===== src/rtl/cla_pkg.sv =====
// Shared definitions for the sequential carry-lookahead adder/subtractor.
//   state_e     : controller states (IDLE, RUN, DONE)
//   SLICE_W     : width of the combinational lookahead slice
//   calc_nslice : number of slices needed for a given operand width
package cla_pkg;
  localparam int SLICE_W = 4;

  typedef enum logic [1:0] {
    IDLE = 2'd0,
    RUN  = 2'd1,
    DONE = 2'd2
  } state_e;

  function automatic int calc_nslice(input int width);
    return width / SLICE_W;
  endfunction
endpackage


===== src/rtl/cla.sv =====
// 4-bit combinational carry-lookahead adder slice.
//   a, b  : nibble operands
//   c_in  : carry into bit 0
//   s     : nibble sum
//   c_out : carry out of bit 3
module cla (
  input  logic [3:0] a,
  input  logic [3:0] b,
  input  logic       c_in,
  output logic [3:0] s,
  output logic       c_out
);
  logic [3:0] g, p;
  logic [4:0] c;

  assign g = a & b;
  assign p = a ^ b;

  // Every carry is a flat sum of products of g/p and c_in, so there is
  // no ripple path through the slice.
  assign c[0] = c_in;
  assign c[1] = g[0] | (p[0] & c_in);
  assign c[2] = g[1] | (p[1] & g[0]) | (p[1] & p[0] & c_in);
  assign c[3] = g[2] | (p[2] & g[1]) | (p[2] & p[1] & g[0])
              | (p[2] & p[1] & p[0] & c_in);
  assign c[4] = g[3] | (p[3] & g[2]) | (p[3] & p[2] & g[1])
              | (p[3] & p[2] & p[1] & g[0])
              | (p[3] & p[2] & p[1] & p[0] & c_in);

  assign s     = p ^ c[3:0];
  assign c_out = c[4];
endmodule


===== src/rtl/cla_seq_addsub.sv =====
// Multi-cycle WIDTH-bit adder/subtractor. One 4-bit lookahead slice is
// reused LSB nibble first, with the inter-nibble carry held in a register.
//   clk, rst             : clock, synchronous active-high reset
//   in_valid/in_ready    : operand handshake (a, b, sub)
//   sub                  : 0 = a+b, 1 = a-b
//   out_valid/out_ready  : result handshake (result, c_out, overflow)
//   c_out                : final carry; on subtract 1 means no borrow
//   overflow             : two's-complement signed overflow
// WIDTH must be a multiple of 4 and at least 4.
module cla_seq_addsub
  import cla_pkg::*;
#(
  parameter int WIDTH = 16
) (
  input  logic             clk,
  input  logic             rst,
  input  logic             in_valid,
  output logic             in_ready,
  input  logic [WIDTH-1:0] a,
  input  logic [WIDTH-1:0] b,
  input  logic             sub,
  output logic             out_valid,
  input  logic             out_ready,
  output logic [WIDTH-1:0] result,
  output logic             c_out,
  output logic             overflow
);
  localparam int NSLICE = calc_nslice(WIDTH);
  localparam int KW     = (NSLICE > 1) ? $clog2(NSLICE) : 1;

  state_e             state_q, state_d;
  logic [KW-1:0]      k_q, k_d;
  logic [WIDTH-1:0]   a_q, a_d;
  logic [WIDTH-1:0]   b_q, b_d;        // b already conditionally inverted
  logic               carry_q, carry_d;
  logic [WIDTH-1:0]   result_q, result_d;
  logic               c_out_q, c_out_d;
  logic               ovf_q, ovf_d;
  logic               in_ready_q, in_ready_d;
  logic               out_valid_q, out_valid_d;

  logic [SLICE_W-1:0] slc_a, slc_b, slc_s;
  logic               slc_co;

  assign slc_a = a_q[k_q*SLICE_W +: SLICE_W];
  assign slc_b = b_q[k_q*SLICE_W +: SLICE_W];

  cla u_slice (
    .a     (slc_a),
    .b     (slc_b),
    .c_in  (carry_q),
    .s     (slc_s),
    .c_out (slc_co)
  );

  always_comb begin
    state_d  = state_q;
    k_d      = k_q;
    a_d      = a_q;
    b_d      = b_q;
    carry_d  = carry_q;
    result_d = result_q;
    c_out_d  = c_out_q;
    ovf_d    = ovf_q;
    case (state_q)
      IDLE: begin
        if (in_valid) begin
          // Subtract as a + ~b + 1: the +1 enters once, as nibble 0's carry.
          a_d     = a;
          b_d     = sub ? ~b : b;
          carry_d = sub;
          k_d     = '0;
          state_d = RUN;
        end
      end
      RUN: begin
        result_d[k_q*SLICE_W +: SLICE_W] = slc_s;
        carry_d = slc_co;
        if (k_q == KW'(NSLICE - 1)) begin
          c_out_d = slc_co;
          // Operand signs equal but sum sign differs; b_q is already the
          // effective operand, so this covers subtract too.
          ovf_d   = (a_q[WIDTH-1] == b_q[WIDTH-1]) &&
                    (slc_s[SLICE_W-1] != a_q[WIDTH-1]);
          state_d = DONE;
        end else begin
          k_d = k_q + 1'b1;
        end
      end
      DONE: begin
        if (out_ready) state_d = IDLE;
      end
      default: state_d = IDLE;
    endcase
    in_ready_d  = (state_d == IDLE);
    out_valid_d = (state_d == DONE);
  end

  always_ff @(posedge clk) begin
    if (rst) begin
      state_q     <= IDLE;
      k_q         <= '0;
      a_q         <= '0;
      b_q         <= '0;
      carry_q     <= 1'b0;
      result_q    <= '0;
      c_out_q     <= 1'b0;
      ovf_q       <= 1'b0;
      in_ready_q  <= 1'b1;
      out_valid_q <= 1'b0;
    end else begin
      state_q     <= state_d;
      k_q         <= k_d;
      a_q         <= a_d;
      b_q         <= b_d;
      carry_q     <= carry_d;
      result_q    <= result_d;
      c_out_q     <= c_out_d;
      ovf_q       <= ovf_d;
      in_ready_q  <= in_ready_d;
      out_valid_q <= out_valid_d;
    end
  end

  assign in_ready  = in_ready_q;
  assign out_valid = out_valid_q;
  assign result    = result_q;
  assign c_out     = c_out_q;
  assign overflow  = ovf_q;
endmodule


===== config.mk =====
export PLATFORM = sky130hd
export DESIGN_NAME = cla_seq_addsub
export DESIGN_NICKNAME = d
export VERILOG_FILES = /design/src/rtl/cla_pkg.sv /design/src/rtl/cla.sv /design/src/rtl/cla_seq_addsub.sv
export SDC_FILE = /design/constraint.sdc
export NUM_CORES = 1
export LEC_CHECK = 0
export BUFFER_PORTS_ARGS = -buffer_cell sky130_fd_sc_hd__buf_2
export CORE_ASPECT_RATIO = 0.7
export CORE_MARGIN = 8
export CORE_UTILIZATION = 59
export DETAILED_ROUTE_END_ITERATION = 12
export GPL_TIMING_DRIVEN = 0
export HOLD_SLACK_MARGIN = 0.08
export PLACE_DENSITY = 0.85
export SETUP_SLACK_MARGIN = 0.15
export SLEW_MARGIN = 10
export SYNTH_ARGS = -nofsm -noshare
export SYNTH_HDL_FRONTEND = slang
export SYNTH_SLANG_ARGS = --single-unit

===== constraint.sdc =====
create_clock -name clk -period 5.6 [get_ports clk]
set_input_delay 1.12 -clock clk [delete_from_list [all_inputs] [get_ports clk]]
set_output_delay 1.12 -clock clk [all_outputs]
set_load 0.01 [all_outputs]

==> impl_metrics.toml <==
[yosys]
ys_seq_area_frac = 0.411
yosysWarnings = 0
muxShareOfSynthArea = 0.0650
syn-num-nets = 331
synthCells = 283
avgSynthCellArea_sq_um = 9.80
synth_top_area_cell = "dfxtp_1"
synth_top_family_by_area = "simple AND/OR/NAND/NOR gates"
synth_seq_cells = 57
ys_types = 43
synthTopCellsByArea = "dfxtp_1 41%, mux4_2 6.5%, nand2_1 5.3%"
syn_area_sq_um = 2770
synth_compound_area_frac = 0.180
post_synth_and_or_nand_nor_area_fraction = 0.191
yosysTopAreaCellShare = 0.411
synth_xor_xnor_area_share = 0.0537
synth_fa_ha_area_frac = 0.0523

[clock_tree]
clk_pin_slew_ns = 0.06
cts_tree = "yes"
numCtsBuffers = 9
cts_resized = 0
clock_latency_ns = 0.34
hold_buffers = 0
clockBufferDepth = 2
cts.sinks = 57
cts-root-buf = "clkbuf_8"
cts-htree-levels = 3
postCtsSetupBuffers = 0

[floorplanning]
die_y_um = 73.4
initial_core_util = 0.596
die-area_sq_um = 7190
rows = 21
core-area_sq_um = 4650
die_w_um = 98.0
io_pins = 57

[critical_path]
worst-setup-path-type = "reg2reg"
crit_buf_inv = 1
critPathArrivalTime_ns = 3.21
max_stage_delay_ns = 0.59
critical_path_depth = 7
critPathMaxFanout = 10
r2r_cells = 7
path_cells = "buf_4 -> mux4_2 -> ha_1 -> a211oi_2 -> o21ai_1 -> a31o_1 -> a311oi_1"
r2r_end = "overflow"
endpoint_kind = "flop"
cp_slowest_cell = "dfxtp_1"
rrSetupSlack_ns = 2.62
rr_startpoint = "k_q[0]"
start_kind = "flop"
required_ns = 5.84
cpLargestDelayFamily = "compound AO/OA/AOI/OAI gates"
cp-endpoint = "overflow"
startpoint = "k_q[0]"

[min_path]
worstHoldPathCells = 2
hp-class = "reg2reg"

[layout]
drive_above_1_share = 0.309
nets = 396
fin_area_sq_um = 3280
synthToLayoutAreaGrowth_pct = 18.2
layout_common_cells = "60 x buf_2, 57 x dfxtp_1, 39 x nor2_1, 39 x nand2_1, 23 x a21oi_1"
fin_util = 0.705
layoutNonFillerInstCount = 410
final_common_cell = "buf_2"
diodes = 0

[routing]
wl_per_cell_um = 16.5
ant_nets = 0
vias_per_cell = 5.73
drt_iter0_drc = 124
drc = 0
firstDrtPassIters = 5
vias = 2351
wl_um = 6760

[power]
ir_drop_v = 0.000178
p_leak_nw = 1.38
power_density_nw_per_um2 = 282
power_uw = 923

[timing]
fmax_ghz = 0.336
clock_skew_ns = 0.00652
tightest_slew_ns = 0.630
setup_ws_ns = 2.62
max-slew-margin-rel = 0.580
maxSlewViolCount = 0
timing_hold_violations_final = 0
setup_tns_ns = 0
fin_crit_ns = 2.98
setup_violations = 0
timing.final.crit_share = 0.532
grt_setup_unrepaired = "false"
fin_worst_hold_slack_ns = 0.455

[global_route]
grt_max_degree = 11
grt_first_pass_wirelength_um = 11200
grt_usage = 0.200
grt_pass1_vias = 2410
antenna_found_initial = 0
grt_overflow_total = 0

[place]
dp_hpwl_um = 5030
placed_area_sq_um = 3120
place_congestion = 0.842
dp.cells = 394
io_buffers = 54
place_worst_setup_slack_ns = 2.67

[status]
status = "finished, final reports clean"

[job]
maxCapViolCount = 0
## layout make-up
type | count | area (sq um)
repair buffers | 54 | 270
flip-flops and latches | 57 | 1140
fillers | 395 | 1370
plain buffers | 19 | 109
inverters | 5 | 18.8
clock buffers | 10 | 128
clock inverters | 6 | 35.0
well taps | 57 | 71.3
multi-input cells | 202 | 1510
## per-layer routing
metal / routed length [um] / vias to the layer above / global-route usage
met5: 0 / - / 0
met3: 623 / 7 / 0.0880
met2: 2950 / 97 / 0.303
met4: 74 / 0 / 0.0687
li1: - / 1138 / -
met1: 3110 / 1109 / 0.248
## how the worst min path moves through the flow
stage | start | to | slack [ns]
3_5_place_dp | a_q[3] | a_q[3] | 0.45
4_1_cts | a_q[3] | a_q[3] | 0.46
2_1_floorplan | a_q[10] | a_q[10] | 0.43
5_1_grt | a_q[2] | a_q[2] | 0.47
6_report | a_q[2] | a_q[2] | 0.45
3_3_place_gp | result[11] | result[11] | 0.44
## power by group
part	internal [mW]	switching [mW]	leakage [nW]
Clock	0.157	0.162	0.0818
Combinational	0.0689	0.0934	0.831
Sequential	0.428	0.0138	0.467
Total	0.653	0.270	1.38
## cells by family after synthesis
logic type	Yosys count
fa+ha+maj	11
flops	57
buf+inv	24
compound gates	66
mux	8
simple gates	100
xor+xnor	17
## registers in the layout, summed over array words and instances, names as in the netlist, 2 cells and up
name and count:
result 16, a_q 16, b_q 16, state_q 2
k_q 2
## worst min-delay path, stage by stage, from the launching register on
cell and delay [ns]:
dfxtp_1 0.31, nand2_1 0.05, a21oi_1 0.05
## cell usage after synthesis (all sizes together)
master / instances
dfxtp: 57
nand2: 39
nor2: 39
a21oi: 23
a211oi: 17
xnor2: 16
buf: 11
a22oi: 10
ha: 10
clkbuf: 8
mux4: 8
nand4: 6
inv: 5
a32oi: 4
nand3b: 4
nor3: 3
nor4b: 3
a21o: 2
o21ai: 2
a211o: 1
a22o: 1
a2bb2oi: 1
a311o: 1
a311oi: 1
a31o: 1
a31oi: 1
and2: 1
and3b: 1
and4: 1
fa: 1
nor2b: 1
nor4: 1
o21bai: 1
or2: 1
xor2: 1
Note: power is estimated with default switching activity, not from simulation.
